--- src/rtl/pc_sequencer.sv ---
// Chip-8 program counter and call stack, fed by the equality comparator.
// Resolves skips, jumps, calls and returns one command at a time.
module pc_sequencer #(
    parameter logic [11:0] RESET_PC    = 12'h200,
    parameter int          STACK_DEPTH = 16
) (
    input  logic        clk,
    input  logic        rst,
    input  logic        cmd_valid,
    output logic        cmd_ready,
    input  logic [2:0]  cmd_op,
    input  logic [11:0] target,
    input  logic [7:0]  v0,
    input  logic        eq,
    input  logic        neq,
    output logic [11:0] pc,
    output logic [4:0]  sp,
    output logic        done,
    output logic        stack_overflow,
    output logic        stack_underflow
);

    localparam int AW = (STACK_DEPTH > 1) ? $clog2(STACK_DEPTH) : 1;
    localparam logic [4:0] DEPTH = 5'(STACK_DEPTH);

    localparam logic [2:0] OP_SKEQ = 3'd1;
    localparam logic [2:0] OP_SKNE = 3'd2;
    localparam logic [2:0] OP_JUMP = 3'd3;
    localparam logic [2:0] OP_JV0  = 3'd4;
    localparam logic [2:0] OP_CALL = 3'd5;
    localparam logic [2:0] OP_RET  = 3'd6;

    typedef enum logic [1:0] {
        IDLE,
        POP,
        UPDATE
    } state_t;

    state_t      state_q, state_d;
    logic [11:0] pc_q, pc_d;
    logic [4:0]  sp_q, sp_d;
    logic        ovf_q, ovf_d;
    logic        unf_q, unf_d;
    logic        done_q;
    logic [2:0]  op_q;
    logic [11:0] target_q;
    logic [7:0]  v0_q;
    logic        eq_q, neq_q;
    logic        ret_ok_q;
    logic [11:0] ret_q;
    logic [11:0] stack_q [STACK_DEPTH];
    logic [11:0] pc_inc2, pc_inc4;
    logic        accept;
    logic        push;

    assign pc_inc2   = pc_q + 12'd2;
    assign pc_inc4   = pc_q + 12'd4;
    assign cmd_ready = (state_q == IDLE);
    assign accept    = cmd_valid && cmd_ready;

    always_comb begin
        state_d = state_q;
        pc_d    = pc_q;
        sp_d    = sp_q;
        ovf_d   = ovf_q;
        unf_d   = unf_q;
        push    = 1'b0;
        unique case (state_q)
            IDLE: begin
                if (accept) begin
                    state_d = (cmd_op == OP_RET && sp_q != 5'd0) ? POP : UPDATE;
                end
            end
            POP: begin
                sp_d    = sp_q - 5'd1;
                state_d = UPDATE;
            end
            UPDATE: begin
                state_d = IDLE;
                pc_d    = pc_inc2;
                unique case (op_q)
                    OP_SKEQ: if (eq_q) pc_d = pc_inc4;
                    OP_SKNE: if (neq_q) pc_d = pc_inc4;
                    OP_JUMP: pc_d = target_q;
                    OP_JV0:  pc_d = target_q + {4'd0, v0_q};
                    OP_CALL: begin
                        if (sp_q < DEPTH) begin
                            push = 1'b1;
                            sp_d = sp_q + 5'd1;
                            pc_d = target_q;
                        end else begin
                            ovf_d = 1'b1;
                        end
                    end
                    OP_RET: begin
                        if (ret_ok_q) pc_d = ret_q;
                        else unf_d = 1'b1;
                    end
                    default: ;
                endcase
            end
            default: state_d = IDLE;
        endcase
    end

    always_ff @(posedge clk or posedge rst) begin
        if (rst) begin
            state_q  <= IDLE;
            pc_q     <= RESET_PC;
            sp_q     <= 5'd0;
            ovf_q    <= 1'b0;
            unf_q    <= 1'b0;
            done_q   <= 1'b0;
            op_q     <= 3'd0;
            target_q <= 12'd0;
            v0_q     <= 8'd0;
            eq_q     <= 1'b0;
            neq_q    <= 1'b0;
            ret_ok_q <= 1'b0;
            ret_q    <= 12'd0;
        end else begin
            state_q <= state_d;
            pc_q    <= pc_d;
            sp_q    <= sp_d;
            ovf_q   <= ovf_d;
            unf_q   <= unf_d;
            done_q  <= (state_d == UPDATE);
            if (accept) begin
                op_q     <= cmd_op;
                target_q <= target;
                v0_q     <= v0;
                eq_q     <= eq;
                neq_q    <= neq;
                ret_ok_q <= (sp_q != 5'd0);
            end
            if (state_q == POP) begin
                ret_q <= stack_q[sp_q[AW-1:0] - AW'(1)];
            end
        end
    end

    // Return-address storage is deliberately left unreset.
    always_ff @(posedge clk) begin
        if (push) begin
            stack_q[sp_q[AW-1:0]] <= pc_inc2;
        end
    end

    assign pc              = pc_q;
    assign sp              = sp_q;
    assign done            = done_q;
    assign stack_overflow  = ovf_q;
    assign stack_underflow = unf_q;

endmodule

--- config.mk ---
export PLATFORM = sky130hd
export DESIGN_NAME = pc_sequencer
export DESIGN_NICKNAME = d
export VERILOG_FILES = /design/src/rtl/pc_sequencer.sv
export SDC_FILE = /design/constraint.sdc
export NUM_CORES = 1
export LEC_CHECK = 0
export CAP_MARGIN = 30
export CORE_MARGIN = 2
export CORE_UTILIZATION = 60
export DETAILED_ROUTE_END_ITERATION = 8
export PLACE_DENSITY = 0.79
export SLEW_MARGIN = 30
export SYNTH_ARGS = -nofsm -noshare
export SYNTH_HDL_FRONTEND = slang
export SYNTH_SLANG_ARGS = --single-unit
--- constraint.sdc ---
create_clock -name clk -period 6 [get_ports clk]
set_clock_uncertainty 0.1 [all_clocks]
set_input_delay 1.2 -clock clk [delete_from_list [all_inputs] [get_ports clk]]
set_output_delay 1.2 -clock clk [all_outputs]
set_load 0.02 [all_outputs]
==> metrics.cfg <==
[run_status]
status = complete, no violations

[floorplan]
start_util_pct = 61.2
rows = 49
ios = 49
die_w_um = 139
die_h_um = 139
die_area_um2 = 19400
coreArea_um2 = 18000

[global_routing]
grt_most_used_layer = met2
met1_usage_pct = 33.9
use_met2_pct = 45.0
grt_pass1_vias = 6977
gr-total-overflow = 0
use_met3_pct = 4.27
grt_usage_pct = 26.1
grt_pass1_wl_um = 38900
grt_max_degree = 61
antenna_found_initial = 0

[final_layout]
final_area_um2 = 12700
area_growth_pct = 15.7
nFillCells = 1119
nNetsFinal = 859
drive_gt1_share_pct = 18.4
antennaDiodeCount = 0

[clock_tree]
clkTransAtPathRegs_ps = 60
cts_tree = built
postCtsSetupBuffers = 0
cts.sinks = 252
ctsHoldBuffers = 0
numCtsBuffers = 26
clk_latency_ps = 540
cts.repair.resized = 0
clockBufferDepth = 3
htreeDepth = 1
cts_root_buf = clkbuf_16

[worst_setup_path]
crit_arrival_ps = 2240
worstSetupPathType = flop to output port
critPathLaunchType = flop
rr_worst_depth = 7
cp-end-kind = output port
required_ps = 4700
slowest_delay_ps = 740
cp_slowest_cell = clkdlybuf4s50_1
path_cells = buf_6, clkdlybuf4s50_1
cp_max_fo = 54

[detailed_routing]
routed_wl_um = 24700
firstDrtPassIters = 5
vias_per_cell = 6.26
antenna_left = 0
via_count = 6631
routedWlPerCell_um = 23.4
drc_errors = 0
drt_iter0_drc = 489

[timing]
final.setup.tns_ps = 0
slew_headroom_pct = 43.2
fin_crit_sh_pct = 59.0
worst_hold_slack_ps = 366
finalCriticalPeriod_ps = 3540
fmax_ghz = 0.282
setup_viol = 0
rsz0062_at_grt = no
maxSlewViolCount = 0
tightest_slew_ps = 849
hold_viol = 0

[placed_design]
dp_hpwl_um = 15600
place_area_um2 = 11800
portBuffers = 48
gp_congestion = 0.873

[flow_run]
drv_cap = 0

[worst_hold_path]
hp-class = flop to flop
holdPathStages = 1

[yosys]
synth_flop_cell = edfxtp_1
async_flop_share_pct = 23.8
seq_area_frac_synth_pct = 66.1
yosysMostFrequentCell = edfxtp_1
syn_area_per_cell_um2 = 14.7
synthesis.area_um2 = 11000
synth_cells = 749
yosysWarnings = 0
synth_cell_types = 59
synthTopCellsByCount = edfxtp_1 (192), nand2_1 (120), dfrtp_1 (59)
synth_top_area_cell = edfxtp_1
synth_edf_count = 192
yosys.area.top_type_share_pct = 52.4
synth_area_leaders = edfxtp_1 (52%), dfrtp_1 (13%), mux4_2 (9.8%), nand2_1 (4.1%), ha_1 (2.2%)
synth_nets = 798
yosys_register_bits = 252

[pwr]
power_frac_clock_pct = 24.1
swShare_pct = 35.1
power_leakage_nw = 4.61
ir_drop_uv = 458
combPwrFrac_pct = 37.6
seqPwrFrac_pct = 38.3
p_int_w = 0.00433
p_per_area_nw_per_um2 = 524
p_switching_w = 0.00234

-- power groups by stage --
stage | logic [W] | registers, W | clock network [W]
3_5_place_dp | 0.00248 | 0.00258 | 0
2_1_floorplan | 0.00175 | 0.00252 | 0
4_1_cts | 0.00251 | 0.00255 | 0.00163
6_report | 0.00251 | 0.00255 | 0.00161
3_3_place_gp | 0.00237 | 0.00256 | 0
5_1_grt | 0.00271 | 0.00258 | 0.00169
-- worst max-delay path: cells and delay by family (launching register included) --
| family | cells | cell delay [ps] |
|---|---|---|
| buffers and inverters | 2 | 1290 |
| flip-flops | 1 | 410 |
-- logic make-up after synthesis --
logic type               Yosys count  synth area share [%]
AO/OA/AOI/OAI                    115                  6.72
XOR/XNOR                          23                  1.83
adder cells (fa/ha/maj)           21                  2.53
buffers and inverters             50                  2.05
flip-flops                       252                  66.1
multiplexers                      74                  12.4
AND/OR/NAND/NOR                  214                  8.44
-- stage by stage --
stage          power [W]  std cells  setup slack [ps]  utilization [%]
5_1_grt          0.00698       1059              2310             70.8
6_report         0.00667       1059              2460             70.8
2_1_floorplan    0.00426        749              3090                -
3_3_place_gp     0.00493       1011              2700             65.6
3_5_place_dp     0.00505       1011              2710             65.9
4_1_cts          0.00669       1059              2380             70.7
-- final timing paths --
| path | startpoint | endpoint | slack (ps) |
|---|---|---|---|
| max reg2reg | state_q[0]$_DFF_PP0_ | stack_q[3][1]$_DFFE_PP_ | 2810 |
| max | sp[0]$_DFFE_PP0P_ | sp[0] | 2460 |
| min | stack_overflow$_DFFE_PP0P_ | stack_overflow$_DFFE_PP0P_ | 370 |
| min in group asynchronous | rst | sp[2]$_DFFE_PP0P_ | 1110 |
| min reg2reg | stack_overflow$_DFFE_PP0P_ | stack_overflow$_DFFE_PP0P_ | 370 |
| max in group asynchronous | rst | sp[0]$_DFFE_PP0P_ | 4110 |
-- cells in the final DEF (no fill, tap or decap), types with 11 or more instances in the layout --
cell,n
a21oi_1,32
buf_4,24
clkbuf_16,26
clkdlybuf4s50_1,48
dfrtp_1,58
edfxtp_1,192
ha_1,18
mux2_2,14
mux2i_1,12
mux4_2,48
nand2_1,120
nor2_1,47
nor3_1,11
o21ai_0,30
xnor2_1,12
-- metal layers --
metal,part of all wire (%),wire [um]
met5,0,0
met2,52,12800
met1,38,9430
met3,7.0,1730
met4,3.3,821
-- sequential cells by signal (all words and copies together), names as in the netlist --
signal and count:
sp 5, state_q 2, target_q 12, v0_q 8, stack_overflow 1, op_q 3, neq_q 1, ret_ok_q 1
eq_q 1, stack_q 192, pc 12, stack_underflow 1, done 1, ret_q 12
-- area by class of cell --
| cell class | count | area (um^2) | share of cell area [%] |
|---|---|---|---|
| timing repair buffer | 73 | 672 | 5.28 |
| tap | 229 | 287 | 2.25 |
| clock buffer | 28 | 658 | 5.17 |
| multi-input combinational | 447 | 3580 | 28.1 |
| clock inverter | 20 | 218 | 1.71 |
| sequential | 252 | 7270 | 57.1 |
| inverter | 10 | 37.5 | 0.295 |
No activity file was read; power rests on OpenSTA's default activity.
